==> config.mk <==
export PLATFORM = sky130hd
export DESIGN_NAME = mc_controller
export DESIGN_NICKNAME = d
export VERILOG_FILES = /design/src/rtl/mc_controller.sv
export SDC_FILE = /design/constraint.sdc
export NUM_CORES = 1
export LEC_CHECK = 0
export CORE_UTILIZATION = 38
export CTS_CLUSTER_SIZE = 12
export DETAILED_ROUTE_END_ITERATION = 12
export PLACE_DENSITY = 0.76
export SLEW_MARGIN = 20
export SYNTH_ARGS = -nofsm -noshare
export SYNTH_HDL_FRONTEND = slang
export SYNTH_SLANG_ARGS = --single-unit
==> constraint.sdc <==
create_clock -name clk -period 1.66 [get_ports clk]
set_input_delay 0.332 -clock clk [delete_from_list [all_inputs] [get_ports clk]]
set_output_delay 0.332 -clock clk [all_outputs]
set_load 0.01 [all_outputs]
==> src/rtl/mc_controller.sv <==
// Multicycle control unit for the minicpu core: decodes op/funct and sequences each
// instruction through 3-5 states, driving the ALU select and every datapath mux/enable.
module mc_controller (
    input  logic       clk,
    input  logic       reset,
    input  logic [5:0] op,
    input  logic [5:0] funct,
    input  logic       zero,
    output logic       pcen,
    output logic       iord,
    output logic       memwrite,
    output logic       irwrite,
    output logic       regdst,
    output logic       memtoreg,
    output logic       regwrite,
    output logic       alusrca,
    output logic [1:0] alusrcb,
    output logic       zeroext,
    output logic [1:0] pcsrc,
    output logic [2:0] alucontrol,
    output logic [3:0] state
);

    typedef enum logic [3:0] {
        S_FETCH   = 4'd0,
        S_DECODE  = 4'd1,
        S_MEMADR  = 4'd2,
        S_MEMRD   = 4'd3,
        S_MEMWB   = 4'd4,
        S_MEMWR   = 4'd5,
        S_RTYPEEX = 4'd6,
        S_RTYPEWB = 4'd7,
        S_BEQEX   = 4'd8,
        S_ADDIEX  = 4'd9,
        S_IMMWB   = 4'd10,
        S_JEX     = 4'd11,
        S_ANDIEX  = 4'd12,
        S_BNEEX   = 4'd13
    } state_t;

    localparam logic [5:0] OP_LW    = 6'b100011;
    localparam logic [5:0] OP_SW    = 6'b101011;
    localparam logic [5:0] OP_RTYPE = 6'b000000;
    localparam logic [5:0] OP_BEQ   = 6'b000100;
    localparam logic [5:0] OP_BNE   = 6'b000101;
    localparam logic [5:0] OP_ADDI  = 6'b001000;
    localparam logic [5:0] OP_ANDI  = 6'b001100;
    localparam logic [5:0] OP_J     = 6'b000010;

    state_t r_state;

    assign state = r_state;

    // NOTE: sequential state uses non-blocking assignments so every reader sees the pre-edge value.
    always_ff @(posedge clk) begin
        if (reset) begin
            r_state <= S_FETCH;
        end else begin
            case (r_state)
                S_FETCH:  r_state <= S_DECODE;
                S_DECODE: begin
                    case (op)
                        OP_LW, OP_SW: r_state <= S_MEMADR;
                        OP_RTYPE:     r_state <= S_RTYPEEX;
                        OP_BEQ:       r_state <= S_BEQEX;
                        OP_BNE:       r_state <= S_BNEEX;
                        OP_ADDI:      r_state <= S_ADDIEX;
                        OP_ANDI:      r_state <= S_ANDIEX;
                        OP_J:         r_state <= S_JEX;
                        default:      r_state <= S_FETCH;
                    endcase
                end
                S_MEMADR:  r_state <= (op == OP_SW) ? S_MEMWR : S_MEMRD;
                S_MEMRD:   r_state <= S_MEMWB;
                S_RTYPEEX: r_state <= S_RTYPEWB;
                S_ADDIEX:  r_state <= S_IMMWB;
                S_ANDIEX:  r_state <= S_IMMWB;
                default:   r_state <= S_FETCH;
            endcase
        end
    end

    // NOTE: every output gets a default before the case so no path can infer a latch.
    always_comb begin
        pcen       = 1'b0;
        iord       = 1'b0;
        memwrite   = 1'b0;
        irwrite    = 1'b0;
        regdst     = 1'b0;
        memtoreg   = 1'b0;
        regwrite   = 1'b0;
        alusrca    = 1'b0;
        alusrcb    = 2'b00;
        zeroext    = 1'b0;
        pcsrc      = 2'b00;
        alucontrol = 3'b000;

        case (r_state)
            S_FETCH: begin
                irwrite    = 1'b1;
                alusrcb    = 2'b01;
                alucontrol = 3'b010;
                pcen       = 1'b1;
            end
            S_DECODE: begin
                alusrcb    = 2'b11;
                alucontrol = 3'b010;
            end
            S_MEMADR, S_ADDIEX: begin
                alusrca    = 1'b1;
                alusrcb    = 2'b10;
                alucontrol = 3'b010;
            end
            S_MEMRD: iord = 1'b1;
            S_MEMWB: begin
                memtoreg = 1'b1;
                regwrite = 1'b1;
            end
            S_MEMWR: begin
                iord     = 1'b1;
                memwrite = 1'b1;
            end
            S_RTYPEEX: begin
                alusrca = 1'b1;
                case (funct)
                    6'b100010: alucontrol = 3'b110;
                    6'b100100: alucontrol = 3'b000;
                    6'b100101: alucontrol = 3'b001;
                    6'b101010: alucontrol = 3'b111;
                    6'b000100: alucontrol = 3'b011;
                    default:   alucontrol = 3'b010;
                endcase
            end
            S_RTYPEWB: begin
                regdst   = 1'b1;
                regwrite = 1'b1;
            end
            S_BEQEX, S_BNEEX: begin
                alusrca    = 1'b1;
                alucontrol = 3'b110;
                pcsrc      = 2'b01;
                pcen       = (r_state == S_BEQEX) ? zero : ~zero;
            end
            S_ANDIEX: begin
                alusrca = 1'b1;
                alusrcb = 2'b10;
                zeroext = 1'b1;
            end
            S_IMMWB:  regwrite = 1'b1;
            S_JEX: begin
                pcsrc = 2'b10;
                pcen  = 1'b1;
            end
            default: ;
        endcase

        // Architectural side effects are suppressed while reset is held, even mid-instruction.
        if (reset) begin
            pcen     = 1'b0;
            irwrite  = 1'b0;
            regwrite = 1'b0;
            memwrite = 1'b0;
        end
    end

endmodule

==> impl_metrics.py <==
metrics = {
    "layout": {
        "largest_reg_flops": 4,
        "nets": 177,
        "fillers": 94,
        "num_antenna_cells": 0,
        "final_util": 0.845,
        "syn_to_final_growth_pct": 103,
        "drive_above_1_share": 0.488,
        "instances_no_fill": 176,
        "fin_area_mm2": 0.00130,
    },
    "global_routing": {
        "grt_pass1_wl_mm": 3.84,
        "grt_pass1_vias": 885,
        "antenna_found_initial": 0,
        "grt_use_total": 0.268,
        "grt_max_degree": 15,
        "overflow": 0,
    },
    "floorplanning": {
        "fp.dieW_um": 43.1,
        "pin_count": 35,
        "initial_core_util": 0.417,
        "num_rows": 14,
        "core_mm2": 0.00154,
        "die_area_mm2": 0.00186,
        "dieHeight_um": 43.1,
    },
    "synthesis": {
        "synthArstFlopShare": 0,
        "synth.most_common_cell": "nor2_1",
        "synth_top_area_frac": 0.125,
        "synth-edff-count": 0,
        "ys_seq_area_frac": 0.125,
        "synth_cell_types": 38,
        "ys_ff_latch": 4,
        "postSynthCellCount": 96,
        "ys.flop_type": "dfxtp_1",
        "synth_top_area_cell": "dfxtp_1",
        "synth.net_count": 111,
        "ys_warn_count": 0,
        "syn_avg_cell_area_um2": 6.70,
        "synth_area_um2": 643,
        "ys_top_cells_by_area": "dfxtp_1 (12%), nand2b_1 (8.8%), nor2_1 (5.8%), a21oi_1 (5.4%), nand3b_1 (4.7%)",
        "synth_common_cells": "nor2_1 (10), nand2b_1 (9), a21oi_1 (7), nand2_1 (6)",
    },
    "routing": {
        "wl_per_cell_um": 14.9,
        "drt.antenna.violating_nets": 0,
        "drc_errors": 0,
        "dr.pass1.iters": 4,
        "drt_iter0_drc": 16,
        "routed_wl_mm": 2.62,
        "routed-via-count": 986,
        "drt-vias-per-instance": 5.60,
    },
    "setup_path": {
        "r2r_cells": 6,
        "crit_required_ps": 1330,
        "worst_setup_path_end_kind": "primary output",
        "arrival_ps": 1460,
        "critPathMaxFanout": 2,
        "reg2reg_from": "state[1]",
        "r2r_slack_ps": 80,
        "startpoint_type": "flop",
        "criticalPathCategory": "flop to primary output",
        "r2r_end": "state[1]",
    },
    "timing": {
        "finalMaxSlewViolations": 0,
        "hold_ws_ps": 707,
        "fmax_mhz": 557,
        "hold_viol": 0,
        "min_period_over_period": 1.08,
        "worstMarginPinSlew_ps": 442,
        "worst_slack_ps": -135,
        "rsz0062_at_grt": "true",
        "clock_skew_ps": 4.03,
        "relSlewSlack": 0.705,
        "setup_viol": 8,
        "min_period_ps": 1800,
    },
    "placed_design": {
        "gp_congestion": 0.811,
        "dpl.hpwl_mm": 1.65,
        "post_dp_cell_area_mm2": 0.00116,
        "numPortBuffers": 34,
        "placedCellCount": 165,
    },
    "clock_network": {
        "clk_pin_slew_ps": 40,
        "cts_tree": "built",
        "cts_buffers": 3,
        "cts_sinks": 4,
        "cts_buffer_depth": 2,
        "holdBufCountCts": 0,
        "cts_root_buffer": "clkbuf_4",
        "clk_latency_ps": 240,
        "cts.htree.levels": 1,
    },
    "pwr": {
        "power_density_mw_per_mm2": 345,
        "leakage_nw": 0.569,
        "p_total_mw": 0.450,
        "ir_worst_vdd_v": 0.000256,
    },
    "flow_run": {
        "cap_violations": 0,
    },
    "run_status": {
        "violations": "setup timing",
        "status": "finished, violations left",
    },
    "worst_hold_path": {
        "holdPathStages": 3,
        "holdCritPathClass": "input port to flop",
        "holdPathEnd": "state[3]",
        "hp-start": "reset",
    },
}
==> worst max-delay path by stage <==
stage                   from             to  cells after the start
finish              state[3]  alucontrol[2]                      4
detailed placement  funct[4]  alucontrol[2]                      4
global route        state[3]  alucontrol[2]                      4
floorplan           state[2]  alucontrol[0]                      4
global placement    funct[4]  alucontrol[2]                      4
CTS                 state[3]  alucontrol[2]                      4
==> metal layers <==
metal	share of wire	global-route usage	routed length, um
met1	0.41	0.337	1070
met3	0.047	0.0553	122
met2	0.55	0.457	1430
met5	0	0	0
met4	0	0.0727	0
==> metrics by stage <==
| stage | TNS [ps] | setup WS (ps) |
|---|---|---|
| 3_5_place_dp | -4570 | -696 |
| 2_1_floorplan | 0 | 65.5 |
| 6_report | -439 | -135 |
| 3_3_place_gp | -3990 | -634 |
| 4_1_cts | -270 | -111 |
| 5_1_grt | -1030 | -197 |
==> timing repair <==
action / 4_1_cts / 5_1_grt
buffers inserted: 6 / 2
gates resized for setup: 81 / 17
endpoints found under the setup margin: 16 / 17
pin swaps: 5 / 8
==> power breakdown <==
part           total, mW  internal, mW  switching, mW
sequential         0.102        0.0994        0.00293
clock              0.125        0.0811         0.0435
combinational      0.223         0.121          0.101
==> critical path, stage by stage (launching register included) <==
cell and delay (ps):
dfxtp_2 310, nand2b_4 130, or3_4 380, o32ai_2 220, buf_2 180
==> cell type report <==
type	instances	area, um^2	share of cell area
Tap cell	16	20.0	0.0154
Clock buffer	3	22.5	0.0173
Sequential cell	4	87.6	0.0672
Inverter	5	18.8	0.0144
Timing Repair Buffer	69	558	0.428
Multi-Input combinational cell	79	596	0.457
==> layout by cell type, fill, tap and decap left out, drive strengths merged <==
cell / instances
clkdlybuf4s50: 11
inv: 5
o21bai: 2
nand3b: 4
nand3: 1
or4: 2
a21oi: 7
or3: 2
o211a: 1
nor3b: 1
xor2: 2
o21ai: 6
a31oi: 2
clkbuf: 5
or2: 1
nor3: 3
o31a: 1
nor4: 1
nor2: 11
a21boi: 2
and3: 1
nor4b: 3
or2b: 1
o311ai: 1
or3b: 1
nand2b: 10
buf: 46
nand2: 6
dfxtp: 4
a211oi: 2
clkdlybuf4s15: 4
and2: 1
a221oi: 1
dlygate4sd2: 6
o31ai: 1
o32ai: 2
==> kinds of logic (layout without fill, tap and decap cells) <==
kind of cell           count (synthesis)  after routing  share of synthesized area
AND/OR/NAND/NOR                       49             49                      0.442
AO/OA/AOI/OAI                         28             28                      0.292
buffers and inverters                 13             77                      0.115
flip-flops                             4              4                      0.125
XOR/XNOR                               2              2                     0.0272
No activity file was read; power rests on OpenSTA's default activity.
